==> config.mk <==
export PLATFORM = sky130hd
export DESIGN_NAME = phys_reg_free_list
export DESIGN_NICKNAME = d
export VERILOG_FILES = /design/src/rtl/phys_reg_free_list_pkg.sv /design/src/rtl/phys_reg_free_list_tag_bitmap_tracker.sv /design/src/rtl/phys_reg_free_list.sv
export SDC_FILE = /design/constraint.sdc
export NUM_CORES = 1
export LEC_CHECK = 0
export ABC_CLOCK_PERIOD_IN_PS = 10740
export CAP_MARGIN = 25
export CORE_MARGIN = 1
export CORE_UTILIZATION = 23
export DETAILED_ROUTE_END_ITERATION = 10
export PLACE_DENSITY = 0.48
export SKIP_CTS_REPAIR_TIMING = 1
export SLEW_MARGIN = 30
export SYNTH_ARGS = -nofsm -noshare
export SYNTH_HDL_FRONTEND = slang
export SYNTH_SLANG_ARGS = --single-unit
==> constraint.sdc <==
create_clock -name clk -period 10.74 [get_ports clk]
set_clock_uncertainty 0.15 [all_clocks]
set_input_delay 1.074 -clock clk [delete_from_list [all_inputs] [get_ports clk]]
set_output_delay 1.074 -clock clk [all_outputs]
set_load 0.02 [all_outputs]
==> src/rtl/phys_reg_free_list_pkg.sv <==
`default_nettype none
// ============================================================================
// Module      : phys_reg_free_list_pkg
// Description : Shared sizing constants and the physical tag type used by the
//               free list, rename and the reorder buffer.
// Revision    : 1.0  initial release
// ============================================================================
package phys_reg_free_list_pkg;

    localparam int NUM_PHYS = 64;
    localparam int NUM_ARCH = 32;
    localparam int FL_DEPTH = NUM_PHYS - NUM_ARCH;
    localparam int TAG_W    = $clog2(NUM_PHYS);
    localparam int PTR_W    = $clog2(FL_DEPTH);
    localparam int CNT_W    = $clog2(FL_DEPTH) + 1;

    typedef logic [TAG_W-1:0] tag_t;

    // Tag 0 is the permanent x0 mapping and doubles as "no tag" on free ports.
    localparam tag_t TAG_NONE = '0;

endpackage : phys_reg_free_list_pkg
`default_nettype wire

==> src/rtl/phys_reg_free_list_tag_bitmap_tracker.sv <==
`default_nettype none
// ============================================================================
// Module      : tag_bitmap_tracker
// Description : One bit per physical tag marking membership in the free list;
//               used to catch duplicate frees.
// Revision    : 1.0  initial release
// ============================================================================
module tag_bitmap_tracker
    import phys_reg_free_list_pkg::*;
(
    input  logic                clk,
    input  logic                reset,
    input  logic                alloc_fire,
    input  logic [TAG_W-1:0]    alloc_tag,
    input  logic                set_1_en,
    input  logic [TAG_W-1:0]    set_1_tag,
    input  logic                set_2_en,
    input  logic [TAG_W-1:0]    set_2_tag,
    output logic [NUM_PHYS-1:0] in_list
);

    localparam logic [NUM_PHYS-1:0] c_reset_map =
        {{(NUM_PHYS-NUM_ARCH){1'b1}}, {NUM_ARCH{1'b0}}};

    logic [NUM_PHYS-1:0] r_in_list;
    logic [NUM_PHYS-1:0] w_in_list_next;

    always_comb begin
        w_in_list_next = r_in_list;
        if (alloc_fire)
            w_in_list_next[alloc_tag] = 1'b0;
        if (set_1_en)
            w_in_list_next[set_1_tag] = 1'b1;
        if (set_2_en)
            w_in_list_next[set_2_tag] = 1'b1;
    end

    always_ff @(posedge clk or posedge reset) begin
        if (reset)
            r_in_list <= c_reset_map;
        else
            r_in_list <= w_in_list_next;
    end

    assign in_list = r_in_list;

endmodule : tag_bitmap_tracker
`default_nettype wire

==> src/rtl/phys_reg_free_list.sv <==
`default_nettype none
// ============================================================================
// Module      : phys_reg_free_list
// Description : Circular FIFO of free physical register tags; one allocation
//               and up to two frees per cycle. FREELIST_DUP_CHECK_EN adds
//               duplicate-free detection via tag_bitmap_tracker.
// Revision    : 1.0  initial release
// ============================================================================
module phys_reg_free_list
    import phys_reg_free_list_pkg::*;
(
    input  logic             clk,
    input  logic             reset,
    input  logic             alloc_req,
    output logic             alloc_valid,
    output logic [TAG_W-1:0] alloc_tag,
    input  logic [TAG_W-1:0] free_1_tag,
    input  logic [TAG_W-1:0] free_2_tag,
    output logic [CNT_W-1:0] free_count,
    output logic             overflow_err,
    output logic             dup_free_err
);

    tag_t             r_entry [FL_DEPTH];
    logic [PTR_W-1:0] r_head;
    logic [PTR_W-1:0] r_tail;
    logic [CNT_W-1:0] r_count;
    logic             r_overflow;

    logic             w_alloc_fire;
    logic             w_f1;
    logic             w_f2;
    logic             w_dup1;
    logic             w_dup2;
    logic             w_cand1;
    logic             w_cand2;
    logic             w_acc1;
    logic             w_acc2;
    logic             w_drop;
    logic [CNT_W-1:0] w_count_less;
    logic [CNT_W-1:0] w_space;
    logic [PTR_W-1:0] w_tail_2;

    assign alloc_valid  = (r_count != '0);
    assign alloc_tag    = r_entry[r_head];
    assign w_alloc_fire = alloc_req & alloc_valid;

    assign w_f1 = (free_1_tag != TAG_NONE);
    assign w_f2 = (free_2_tag != TAG_NONE);

`ifdef FREELIST_DUP_CHECK_EN
    logic [NUM_PHYS-1:0] w_in_list;
    logic                r_dup_err;

    tag_bitmap_tracker u_tag_bitmap_tracker (
        .clk        (clk),
        .reset      (reset),
        .alloc_fire (w_alloc_fire),
        .alloc_tag  (alloc_tag),
        .set_1_en   (w_acc1),
        .set_1_tag  (free_1_tag),
        .set_2_en   (w_acc2),
        .set_2_tag  (free_2_tag),
        .in_list    (w_in_list)
    );

    assign w_dup1 = w_f1 & w_in_list[free_1_tag];
    assign w_dup2 = w_f2 & (w_in_list[free_2_tag] |
                            (w_f1 & (free_1_tag == free_2_tag)));

    always_ff @(posedge clk or posedge reset) begin
        if (reset)
            r_dup_err <= 1'b0;
        else if (w_dup1 | w_dup2)
            r_dup_err <= 1'b1;
    end

    assign dup_free_err = r_dup_err;
`else
    assign w_dup1       = 1'b0;
    assign w_dup2       = 1'b0;
    assign dup_free_err = 1'b0;
`endif

    assign w_cand1 = w_f1 & ~w_dup1;
    assign w_cand2 = w_f2 & ~w_dup2;

    // Space counts the slot vacated by a same-cycle allocation.
    assign w_count_less = r_count - CNT_W'(w_alloc_fire);
    assign w_space      = CNT_W'(FL_DEPTH) - w_count_less;

    assign w_acc1   = w_cand1 & (w_space != '0);
    assign w_acc2   = w_cand2 & (w_space > CNT_W'(w_acc1));
    assign w_drop   = (w_cand1 & ~w_acc1) | (w_cand2 & ~w_acc2);
    assign w_tail_2 = r_tail + PTR_W'(w_acc1);

    always_ff @(posedge clk or posedge reset) begin
        if (reset) begin
            for (int i = 0; i < FL_DEPTH; i++)
                r_entry[i] <= TAG_W'(NUM_ARCH + i);
        end else begin
            if (w_acc1)
                r_entry[r_tail] <= free_1_tag;
            if (w_acc2)
                r_entry[w_tail_2] <= free_2_tag;
        end
    end

    always_ff @(posedge clk or posedge reset) begin
        if (reset) begin
            r_head     <= '0;
            r_tail     <= '0;
            r_count    <= CNT_W'(FL_DEPTH);
            r_overflow <= 1'b0;
        end else begin
            r_head     <= r_head + PTR_W'(w_alloc_fire);
            r_tail     <= r_tail + PTR_W'(w_acc1) + PTR_W'(w_acc2);
            r_count    <= w_count_less + CNT_W'(w_acc1) + CNT_W'(w_acc2);
            if (w_drop)
                r_overflow <= 1'b1;
        end
    end

    assign free_count   = r_count;
    assign overflow_err = r_overflow;

endmodule : phys_reg_free_list
`default_nettype wire
=== Word level (Yosys, flattened, before mapping) ===
Cells that the tools add are included.

* Add/sub/neg operators: 7
* Order comparisons: 6
* Muxes and demuxes: 11
* Bitwise logic cells: 11
* Reductions and logical operators: 6

{| class="wikitable"
|+ Operators with widths
! cell !! count
|-
| bitwise mux 192 bit || 2
|-
| 2-to-1 mux 192 bit || 2
|-
| demux 6 bit (select 5 bit) || 2
|-
| binary-select mux 6 bit (select 5 bit) || 1
|-
| 2-to-1 mux 6 bit || 4
|-
| nonzero test 6 bit || 4
|-
| greater-or-equal comparator 6 bit, second input constant || 3
|-
| inverter 5 -> 6 bit || 3
|-
| adder 5 x 1 -> 5 bit || 3
|-
| adder 6 x 1 -> 6 bit || 2
|-
| less-than comparator 6 x 1 -> 1 bit, second input constant || 2
|-
| greater-than comparator 6 x 1 -> 1 bit || 1
|-
| subtractor 6 x 1 -> 6 bit || 1
|-
| subtractor 6 bit, first input constant || 1
|-
| AND 1 bit || 5
|-
| logical AND 1 bit || 2
|-
| inverter 1 bit || 2
|-
| bitwise OR 1 bit || 1
|}

* Register bits after elaboration: 209
* Input port bits: 15
* Output and inout bits: 15
* Logic and storage cells: 77

=== Logic depth before layout (Yosys ltp) ===
* Depth in word-level cells: 14
* Mapped depth: 20
* Depth with buffers taken out: 19

=== Least setup slack after synthesis ===
Ideal clock, no wire load.

* Path type: register to register
* Start: register r_count[2] (netlist: free_count[2])
* End: register r_entry[186] (netlist bit)
* Library setup time: 0.125 ns
* Arrival time: 4.826 ns
* Required time: 10.465 ns
* Setup slack: 5.640 ns
* Stages on the path, launching flop included: 21
* Buffers on the path: 2
* Clock period less this slack: 5.100 ns
* Path through: dfrtp_1 > nor2_1 > nand3_1 > and2_1 > ha_1 > ha_1 > ha_1 > and3_1 > o211ai_1 > a2111oi_4 > a22oi_2 > clkbuf_1 > and3_1 > ha_1 > nand2_1 > nor3_1 > and3_1 > a221oi_1 > nand2b_1 > clkbuf_1 > mux2_2

* Word-level cells in the longest chain between the ends: 14
* Elaborated cells on any way between the ends: 18
* Classes of those cells: add/sub: 3; order compare: 3; mux: 5; bitwise: 4; reduce/logical: 3

{| class="wikitable"
|+ RTL lines
! item !! RTL line !! text
|-
| start, declared || phys_reg_free_list.sv:27 || <nowiki>logic [CNT_W-1:0] r_count;</nowiki>
|-
| start signal, assigned || phys_reg_free_list.sv:113 || <nowiki>r_count <= CNT_W'(FL_DEPTH);</nowiki>
|-
| start signal, assigned || phys_reg_free_list.sv:118 || <nowiki>r_count <= w_count_less + CNT_W'(w_acc1) + CNT_W'(w_acc2);</nowiki>
|-
| nonzero test 6 bit * || phys_reg_free_list.sv:44 || <nowiki>assign alloc_valid = (r_count != '0);</nowiki>
|-
| via alloc_valid || phys_reg_free_list.sv:15 || <nowiki>output logic alloc_valid,</nowiki>
|-
| AND 1 bit * || phys_reg_free_list.sv:46 || <nowiki>assign w_alloc_fire = alloc_req & alloc_valid;</nowiki>
|-
| subtractor 6 x 1 -> 6 bit * || phys_reg_free_list.sv:89 || <nowiki>assign w_count_less = r_count - CNT_W'(w_alloc_fire);</nowiki>
|-
| subtractor 6 bit * || phys_reg_free_list.sv:90 || <nowiki>assign w_space = CNT_W'(FL_DEPTH) - w_count_less;</nowiki>
|-
| nonzero test 6 bit || phys_reg_free_list.sv:92 || <nowiki>assign w_acc1 = w_cand1 & (w_space != '0);</nowiki>
|-
| AND 1 bit || phys_reg_free_list.sv:92 ||
|-
| adder 5 x 1 -> 5 bit || phys_reg_free_list.sv:95 || <nowiki>assign w_tail_2 = r_tail + PTR_W'(w_acc1);</nowiki>
|-
| inverter 5 -> 6 bit (not written as such) || phys_reg_free_list.sv:105 || <nowiki>r_entry[w_tail_2] <= free_2_tag;</nowiki>
|-
| greater-or-equal comparator 6 bit (not written as such) or less-than comparator 6 x 1 -> 1 bit (tied branches) || phys_reg_free_list.sv:105 ||
|-
| logical AND 1 bit (not written as such) || phys_reg_free_list.sv:105 ||
|-
| 2-to-1 mux 6 bit (not written as such) || phys_reg_free_list.sv:105 ||
|-
| demux 6 bit (select 5 bit) || phys_reg_free_list.sv:105 ||
|-
| bitwise mux 192 bit || phys_reg_free_list.sv:105 ||
|-
| 2-to-1 mux 192 bit * || phys_reg_free_list.sv:104 || <nowiki>if (w_acc2)</nowiki>
|-
| end signal, assigned by index || phys_reg_free_list.sv:100 || <nowiki>r_entry[i] <= TAG_W'(NUM_ARCH + i);</nowiki>
|-
| end signal, assigned by index || phys_reg_free_list.sv:103 || <nowiki>r_entry[r_tail] <= free_1_tag;</nowiki>
|-
| end signal, assigned by index || phys_reg_free_list.sv:105 ||
|-
| end, declared || phys_reg_free_list.sv:24 || <nowiki>tag_t r_entry [FL_DEPTH];</nowiki>
|}

The timed path passes the listed nets; every way through them passes the cells marked *.
A chain may end at the register's enable or synchronous reset.

=== Worst setup path after layout ===
* Start: input port alloc_req
* End: register r_entry[174] (netlist bit)

* Word-level cells in the longest chain between the ends: 13
* Elaborated cells on any way between the ends: 17
* Classes of those cells: add/sub: 3; order compare: 3; mux: 5; bitwise: 4; reduce/logical: 2

{| class="wikitable"
|+ RTL lines
! item !! RTL line !! text
|-
| start, declared || phys_reg_free_list.sv:14 || <nowiki>input logic alloc_req,</nowiki>
|-
| AND 1 bit * || phys_reg_free_list.sv:46 ||
|-
| subtractor 6 x 1 -> 6 bit * || phys_reg_free_list.sv:89 ||
|-
| subtractor 6 bit * || phys_reg_free_list.sv:90 ||
|-
| nonzero test 6 bit || phys_reg_free_list.sv:92 ||
|-
| AND 1 bit || phys_reg_free_list.sv:92 ||
|-
| adder 5 x 1 -> 5 bit || phys_reg_free_list.sv:95 ||
|-
| inverter 5 -> 6 bit (not written as such) || phys_reg_free_list.sv:105 ||
|-
| greater-or-equal comparator 6 bit (not written as such) or less-than comparator 6 x 1 -> 1 bit (tied branches) || phys_reg_free_list.sv:105 ||
|-
| logical AND 1 bit (not written as such) || phys_reg_free_list.sv:105 ||
|-
| 2-to-1 mux 6 bit (not written as such) || phys_reg_free_list.sv:105 ||
|-
| demux 6 bit (select 5 bit) || phys_reg_free_list.sv:105 ||
|-
| bitwise mux 192 bit || phys_reg_free_list.sv:105 ||
|-
| 2-to-1 mux 192 bit * || phys_reg_free_list.sv:104 ||
|}

Mark *: on every way between the ends. The rest lies on a longest branch, timed or not.

==> results.py <==
metrics = {
    "placed_design": {
        "routabilityCongestion": 0.8520,
        "dp_cells": 1633,
        "hpwl_mm": 24.30,
        "dp_slack_ns": 4.446,
        "port_buffers": 28,
    },
    "route": {
        "via_per_inst": 4.882,
        "dr.pass1.iters": 5,
        "vias": 8197,
        "drc": 0,
        "wl_per_cell_um": 22.10,
        "routed_wl_mm": 37.10,
        "first_iter_violations": 611,
        "final_antenna_net_count": 0,
    },
    "run": {
        "drv_cap": 0,
    },
    "synth": {
        "syn_inst": 964,
        "ys_seq_elements": 209,
        "synthArstFlopShare_pct": 100.0,
        "synth-edff-count": 0,
        "synth_area_per_cell_um2": 13.22,
        "syn-cell-area_um2": 12740,
        "yosysWarnings": 0,
        "synth_fp_nets": 991,
        "ys.flop_type": "dfstp_2",
        "ys_seq_area_share_pct": 42.16,
        "ys_types": 49,
    },
    "setup_path": {
        "arrival_ns": 6.10,
        "cp-end-kind": "flip-flop",
        "setup.worst_path.start_class": "input port",
        "critical_path.max_fanout": 16,
        "critical_path.endpoint": "r_entry[174]",
        "r2r-start": "free_count[3]",
        "cp-startpoint": "alloc_req",
        "worstPathRequired_ns": 11.01,
        "critical_path_class": "in -> reg",
        "reg2regPathDepth": 18,
        "r2r_setup_slack_ns": 4.94,
        "regToRegEndpoint": "r_entry[174]",
    },
    "cts": {
        "clock_latency_ns": 0.54,
        "clk_path_buf_depth": 3,
        "clock-sinks": 209,
        "htreeDepth": 1,
        "cts-root-buf": "clkbuf_16",
        "cts_made_buffers": 25,
        "cts_tree": "done",
        "path_clk_slew_ns": 0.06,
    },
    "floorplan": {
        "die_y_um": 237.4,
        "initial_core_util_pct": 23.49,
        "rows": 85,
        "core-area_um2": 54240,
        "dieArea_um2": 56340,
        "die_w_um": 237.4,
        "pin_count": 30,
    },
    "pwr": {
        "power_uw": 5068,
        "vdd_drop_max_v": 0.0002267,
        "power_density_nw_per_um2": 347.3,
        "leakage_uw": 0.005458,
    },
    "sta": {
        "post-route-period-util_pct": 54.22,
        "hold-worst-slack_ns": 0.3369,
        "setup_violations": 0,
        "hold_viol": 0,
        "drv_slew": 0,
        "fmax_mhz": 171.7,
        "post-route-min-period_ns": 5.823,
        "worst_pin_slew_ns": 1.038,
        "rsz0062_at_grt": "no",
        "slew_headroom_pct": 30.27,
        "setup_ws_ns": 4.917,
        "tns_ns": 0,
    },
    "finish": {
        "nets": 991,
        "seqCellArea_um2": 5376,
        "drive_gt1_share_pct": 57.38,
        "multiInputGateArea_um2": 7043,
        "n_antenna_cell": 0,
        "areaGrowthSynthToFinish_pct": 14.54,
        "fillers": 5528,
        "fin_cells": 1679,
    },
    "min_path": {
        "hold_class": "reg -> reg",
    },
    "global_route": {
        "met3_usage_pct": 2.764,
        "grt_use_met2_pct": 20.78,
        "grt_pass1_vias": 8610,
        "top_usage_layer": "met2",
        "grt.total_usage_pct": 13.32,
        "grtUsageMet1_pct": 18.58,
        "grt_overflow": 0,
        "grt_pass1_wl_mm": 56.90,
        "grt_start_max_net_pins": 93,
        "antenna_found_initial": 3,
    },
    "run_status": {
        "status": "finished, final reports clean",
    },
}
==> worst max-delay path, cell delays in order <==
cell and delay (ns):
clkdlybuf4s50_1 0.39, and2_1 0.17, ha_1 0.19, ha_1 0.36
ha_1 0.23, a21bo_2 0.19, mux2i_1 0.10, and2_1 0.20
a22oi_2 0.68, and3_1 0.28, ha_1 0.52, nand2_1 0.20
nor3_1 0.29, and3_1 0.20, a221oi_1 0.09, nor2_1 0.52
mux2_2 0.40
==> report_power, final <==
group | leakage [uW] | total, uW | switching [uW] | internal (uW)
Clock | 0.000411 | 875 | 349 | 525
Sequential | 0.00233 | 1640 | 290 | 1350
Combinational | 0.00271 | 2550 | 1190 | 1370
Total | 0.00546 | 5070 | 1830 | 3240
==> state kept, by name, indices dropped and copies added, names as in the netlist <==
name and cells:
r_entry 192, free_count 6, r_head 5, r_tail 5, overflow_err 1
==> cell families (layout without fill, tap and decap cells) <==
kind of cell | count (synthesis) | count (layout) | share of synthesized area [%]
flip-flops | 209 | 209 | 42.16
adder cells (fa/ha/maj) | 12 | 12 | 1.178
AO/OA/AOI/OAI | 63 | 63 | 4.429
multiplexers | 420 | 420 | 42.41
other | 1 | 1 | 0.02943
buffers and inverters | 85 | 104 | 2.583
XOR/XNOR | 14 | 14 | 1.021
AND/OR/NAND/NOR | 160 | 160 | 6.187
==> routing by layer <==
layer  routed length (um)  part of all wire (%)
met1                17600                    47
met2                16670                    45
met3                 1908                   5.1
met4                  915                   2.5
met5                    9                 0.024
==> placed cells by master (no fill, tap or decap), types with 3 or more instances in the layout <==
cell               n
a21oi_1            7
a221oi_1           3
and3_1            12
buf_4             15
clkbuf_1           7
clkbuf_16         25
clkbuf_8           7
clkdlybuf4s50_1   28
clkinv_2           3
dfrtp_1           94
dfstp_2          113
ha_1              12
inv_1             13
mux2_1            39
mux2_2           320
mux4_2            60
nand2_1           53
nand2b_1           9
nand3_1           17
nand3b_1           4
nor2_1            30
nor2b_1            4
nor3_1            18
o211ai_1           4
o21bai_1           3
o2bb2ai_1         32
xnor2_1           11
==> metrics by stage <==
step | cell area (um^2) | utilization (%)
3_3_place_gp | 13750 | 25.35
6_report | 14590 | 26.91
4_1_cts | 14590 | 26.90
3_5_place_dp | 13750 | 25.35
2_1_floorplan | 12740 | -
5_1_grt | 14590 | 26.91
==> cell type report <==
cell class                 instances  share of cell area, %
sequential                       209                  36.84
clock buffer                      39                  5.127
tap                              696                  5.967
inverter                          14                 0.4115
timing repair buffer              44                  2.769
multi-input combinational        670                  48.26
clock inverter                     7                 0.6259
==> worst min path at each step <==
stage	cells past startpoint	start	to	slack [ns]
after floorplan	1	r_head[0]	r_head[0]	0.37
after global placement	1	overflow_err	overflow_err	0.32
after CTS	1	overflow_err	overflow_err	0.34
after detailed placement	1	overflow_err	overflow_err	0.33
final	1	overflow_err	overflow_err	0.34
after global routing	1	overflow_err	overflow_err	0.35
==> Yosys cell counts (3+ instances only) <==
cell,count,area [um^2]
a21oi_1,7,35.03
ha_1,12,150.1
mux2_2,320,3603
nor2_1,31,116.4
buf_1,8,30.03
buf_2,5,25.02
clkbuf_1,57,214.0
inv_1,14,52.55
mux4_2,60,1351
nand3b_1,4,30.03
dfrtp_1,96,2402
xnor2_1,11,96.34
o211ai_1,4,30.03
mux2_1,39,439.2
a221oi_1,3,26.28
and3_1,12,75.07
o21bai_1,3,22.52
nand2b_1,9,56.30
nand3_1,17,85.08
nor2b_1,4,25.02
dfstp_2,113,2969
o2bb2ai_1,32,280.3
nand2_1,53,198.9
nor3_1,18,90.09
(Power assumes the default switching activity.)
==> variant 1 (same flow settings) <==
Build with the macro `FREELIST_DUP_CHECK_EN` defined.
--- a/src/rtl/phys_reg_free_list.sv
+++ b/src/rtl/phys_reg_free_list.sv
@@ -6,6 +6,8 @@
 //               duplicate-free detection via tag_bitmap_tracker.
 // Revision    : 1.0  initial release
 // ============================================================================
+`define FREELIST_DUP_CHECK_EN
+
 module phys_reg_free_list
     import phys_reg_free_list_pkg::*;
 (
Behaviour: not the same (a bounded check fails within 4 cycles, from zero or initial values and one cycle with reset high).
==> variant 1 against the original RTL <==
Count of clock-buffer cells in the layout increased by 18; combinational power is 31% higher; first-iteration DRC count grew 48%; cell count increased by 50%; setup slack got worse by 2.1 ns; synthesized area up 40%; power grew 32%; wire length increased by 59%; sequential cell count is 65 higher; global-route usage increased by 1.7 points; register-to-register slack got worse by 2.2 ns; cell area rose by 39%.
==> variant 1: results (changes against the original RTL) <==
- The share of cells above drive strength 1 came to 0.414 (-0.160).
- The xor-xnor portion of the synthesized cell area is 0.0127 (+0.00252).
- The compound-cell area share of the yosys netlist is 0.0838 (+0.0395).
- The pin count of the biggest net entering global routing came to 92 (-1.1%).
- The global-route total usage across every layer was 0.150 (+0.0166).
- The standard cell area after detailed placement is 19000 µm² (+38%).
- The slowest stage of the critical path belongs to the cell sky130_fd_sc_hd__buf_4.
- The insertion delay to the later sink of the worst-skew pair is 0.56 ns (+0.02 ns).
- The share of the clock period used by the worst path is 0.741 (+0.198).
- The setup slack of the most critical reg-to-reg path is 2.79 ns (-2.15 ns).
- The number of nets in the layout was 1495 (+51%).
- The multiplexer share of the synthesized area came to 0.337 (-0.0876).
- The amount of wire on met2 after detailed routing came to 27700 µm (+66%).
- The per-cell routed wire length came to 23.4 µm (+6.0%).
- The critical path start-end classification is flop to flop.
- The count of cells along the worst register-to-register path is 25 (+7).
- The startpoint of the lowest-slack register-to-register path is free_count[2]$_DFF_PP0_.
- The count of input and output buffers is 29 (+3.6%).
- The wire length of the first global-routing pass was 89300 µm (+57%).
- The violation count after the first detailed-route iteration was 905 (+48%).
- The power share of the clock group is 0.177 (+0.004).
- The peak supply drop is 0.000115 V (-49%).
- The vias after detailed routing is 12900 (+58%).
- The number of buffers created by CTS is 36 (+44%).
- Counting instances in the post-synthesis netlist gives the leading cell types as 263 x sky130_fd_sc_hd__mux2_2, 182 x sky130_fd_sc_hd__mux2i_1, 145 x sky130_fd_sc_hd__dfstp_2, 129 x sky130_fd_sc_hd__dfrtp_1, 75 x sky130_fd_sc_hd__clkbuf_1.
- The maximum fanout encountered on the critical timing path is 39 (+23).
- The smallest hold slack is 0.332 ns (-0.00512 ns).
- The actual transition at the worst max-transition pin is 1.02 ns (-0.0176 ns).
- The flow ran to the end, and the final reports show no timing, DRC or antenna violations.
- The switching component of the power is 0.00275 W (+51%).
- The largest incremental delay on the critical path is 0.75 ns (+0.07 ns).
- The post-placement worst setup slack is 2.74 ns (-1.71 ns).
- The weighted congestion reported at the end of routability-driven placement is 0.890 (+4.4%).
- The routing usage on met2 is 0.243 (+0.0350).
[variant 1: cell count changes after synthesis, sizes merged, moves of 15 or more]
cell | unedited run | this run
buf | 14 | 69
mux2 | 359 | 264
nand3 | 17 | 44
o21ai | 1 | 72
mux2i | 1 | 182
dfstp | 113 | 145
clkbuf | 57 | 75
nand2 | 53 | 75
nor4 | 1 | 34
o211ai | 4 | 19
dfrtp | 96 | 129
or3 | 1 | 16
o221ai | 0 | 46
o2bb2ai | 32 | 3
[variant 1: final cells by class]
| type | count | area, µm² |
|---|---|---|
| Clock buffer | 57 | 1100 |
| Clock inverter | 9 | 52.6 |
| Fill cell | 7902 | 56200 |
| Inverter | 21 | 88.8 |
| Multi-Input combinational cell | 1077 | 10200 |
| Sequential cell | 274 | 7040 |
| Tap cell | 1030 | 1290 |
| Timing Repair Buffer | 56 | 458 |
[variant 1: cell families after synthesis]
logic type	count (synthesis)
muxes	500
and+or+nand+nor	320
buffers and inverters	165
xor gates and xnor gates	26
DFF	274
AOI/OAI and AO/OA	217
adders and majority gates	14
==> variant 2 (same settings) <==
Without the edit above. Register the output `alloc_valid`, cleared by the reset; this adds one clock of latency there. The other outputs are not delayed to match.
--- a/src/rtl/phys_reg_free_list.sv
+++ b/src/rtl/phys_reg_free_list.sv
@@ -21,6 +21,8 @@
     output logic             dup_free_err
 );
 
+    logic alloc_valid_d;
+
     tag_t             r_entry [FL_DEPTH];
     logic [PTR_W-1:0] r_head;
     logic [PTR_W-1:0] r_tail;
@@ -41,9 +43,9 @@
     logic [CNT_W-1:0] w_space;
     logic [PTR_W-1:0] w_tail_2;
 
-    assign alloc_valid  = (r_count != '0);
+    assign alloc_valid_d = (r_count != '0);
     assign alloc_tag    = r_entry[r_head];
-    assign w_alloc_fire = alloc_req & alloc_valid;
+    assign w_alloc_fire = alloc_req & alloc_valid_d;
 
     assign w_f1 = (free_1_tag != TAG_NONE);
     assign w_f2 = (free_2_tag != TAG_NONE);
@@ -124,5 +126,13 @@
     assign free_count   = r_count;
     assign overflow_err = r_overflow;
 
+    always_ff @(posedge clk or posedge reset) begin
+        if (reset) begin
+            alloc_valid <= '0;
+        end else begin
+            alloc_valid <= alloc_valid_d;
+        end
+    end
+
 endmodule : phys_reg_free_list
 `default_nettype wire
Formal check against the unedited RTL: not equivalent (a bounded check fails within 4 cycles, from zero or initial values and one cycle with reset high).
==> variant 2 against the original RTL <==
Power about the same; die area up 0.20%; largest power group unchanged; cell area up 0.66%; critical endpoint is now r_entry[42]$_DFF_PP0_; wire length up 1.0%; cell count up 2.8%; synthesized area up 0.20%; sequential cell count up 1; setup slack better by 0.16 ns; highest routed layer is now met4.
==> variant 2: results (changes against the original RTL) <==
- The run finished with clean final reports.
- The violation count after the first detailed-route iteration is 565 (-7.5%).
- The final routed wirelength across all metal layers is 37500 µm (+1.0%).
- The peak supply drop is 0.000224 V (-1.0%).
- The largest incremental delay on the critical path is 0.59 ns (-0.09 ns).
- The number of global-route vias before repair is 8605 (-0.058%).
- The capture endpoint of the worst hold path is overflow_err$_DFFE_PP0P_.
- The count of H-tree levels built during CTS is 1 (unchanged).
- The count of different cell masters after synthesis is 49 (unchanged).
- The wire length of the first global-routing pass is 57700 µm (+1.4%).
- The number of buffers created by CTS is 27 (+8.0%).
- The number of antenna violations at the first check in global routing is 3 (unchanged).
- The global-route total usage across every layer is 0.135 (+0.00130).
- The count of TritonRoute iterations in the first routing pass is 5 (unchanged).
- The setup slack of the most critical reg-to-reg path is 5.12 ns (+0.18 ns).
- The library cell used as clock root buffer is sky130_fd_sc_hd__clkbuf_16.
- In this run the most critical hold path is launched from overflow_err$_DFFE_PP0P_.
- The most used flip-flop cell after synthesis is sky130_fd_sc_hd__dfstp_2.
- Among all stages on the critical path, the largest delay is contributed by sky130_fd_sc_hd__a221oi_1.
- The register area share after synthesis is 0.423 (+0.00113).
- The maximum fanout encountered on the critical timing path is 16 (unchanged).
- The standard cell area after detailed placement is 13800 µm² (+0.51%).
- The number of flip-flops under the largest register name came to 192 (unchanged).
- The via-per-instance ratio is 4.72 (-3.4%).
- The leakage power of the design is 5.48 nW (+0.39%).
- The arrival time reported for the critical path endpoint is 5.92 ns (-0.18 ns).
- The count of cells along the worst register-to-register path came to 19 (+1).
- The worst register-to-register path ends at r_entry[42]$_DFF_PP0_.
- The count of input and output buffers was 28 (unchanged).
- The share of cells above drive strength 1 is 0.572 (-0.00131).
- The total inserted antenna cells is 0 (unchanged).
- The insertion delay to the later sink of the worst-skew pair is 0.54 ns (about the same).
- The count of antenna-violating nets left after detailed routing is 0 (unchanged).
- The number of nets in the layout is 994 (+0.30%).
- The clock tree buffer depth is 3 (unchanged).
- The startpoint identified for the worst register-to-register timing path is free_count[3]$_DFF_PP0_.
- The pin count of the biggest net entering global routing was 85 (-8.6%).
- The actual transition at the worst max-transition pin is 1.11 ns (+0.0695 ns).
- The weighted congestion reported at the end of routability-driven placement was 0.858 (+0.74%).
- By area the synthesized netlist is led by sky130_fd_sc_hd__mux2_2 28%, sky130_fd_sc_hd__dfstp_2 23%, sky130_fd_sc_hd__dfrtp_1 19%.
- The half-perimeter wire length after detailed placement came to 24300 µm (+0.11%).
- The cell type group with the largest total delay on the critical path is simple AND/OR/NAND/NOR gates.
- The number of warnings reported in the yosys synthesis log is 0 (unchanged).
- Sorting the synthesized cells by how often they occur yields 320 x sky130_fd_sc_hd__mux2_2, 113 x sky130_fd_sc_hd__dfstp_2, 97 x sky130_fd_sc_hd__dfrtp_1, 60 x sky130_fd_sc_hd__mux4_2, 57 x sky130_fd_sc_hd__clkbuf_1.
- The number of max-cap violations is 0 (unchanged).
-- variant 2: changes by cell type in the layout (fill, tap and decap cells not counted), sizes merged --
cell,before,now
buf,16,17
dfrtp,96,97
bufinv,2,1
clkinvlp,1,0
clkbuf,39,44
clkdlybuf4s50,28,27
-- variant 2: routing by layer --
layer  track usage  part of all wire  up-vias
met5             0                 0        -
met4        0.0295             0.020        0
met3        0.0202             0.044       61
met2         0.216              0.46      171
met1         0.190              0.47     4279
li1              -                 -     3631
-- variant 2: cell families after synthesis --
| kind of cell | synth area share |
|---|---|
| xor gates and xnor gates | 0.0102 |
| other | 0.000294 |
| muxes | 0.423 |
| adders and majority gates | 0.0118 |
| buffers and inverters | 0.0258 |
| AOI/OAI and AO/OA | 0.0442 |
| DFF | 0.423 |
| and+or+nand+nor | 0.0617 |
-- variant 2: through the flow --
step | util | setup WS [ns] | total power, W | hold WS (ns) | cells
2_1_floorplan | - | 3.97 | 0.00345 | 0.367 | 965
3_3_place_gp | 0.254 | 4.65 | 0.00414 | 0.317 | 1677
3_5_place_dp | 0.254 | 4.60 | 0.00419 | 0.325 | 1677
4_1_cts | 0.270 | 5.16 | 0.00510 | 0.341 | 1726
5_1_grt | 0.270 | 4.72 | 0.00537 | 0.367 | 1726
6_report | 0.270 | 5.08 | 0.00507 | 0.335 | 1726
-- variant 2: where the power goes --
| part | internal (W) | switching (W) |
|---|---|---|
| Sequential | 0.00136 | 0.000325 |
| Clock | 0.000535 | 0.000354 |
| Combinational | 0.00136 | 0.00114 |
-- variant 2: cell type report --
cell class	instances	area [µm²]
multi-input cells	670	7040
repair buffers	44	399
inverters	14	60.1
well taps	739	925
clock buffers	44	810
fillers	5592	39700
flip-flops and latches	210	5400
clock inverters	5	53.8
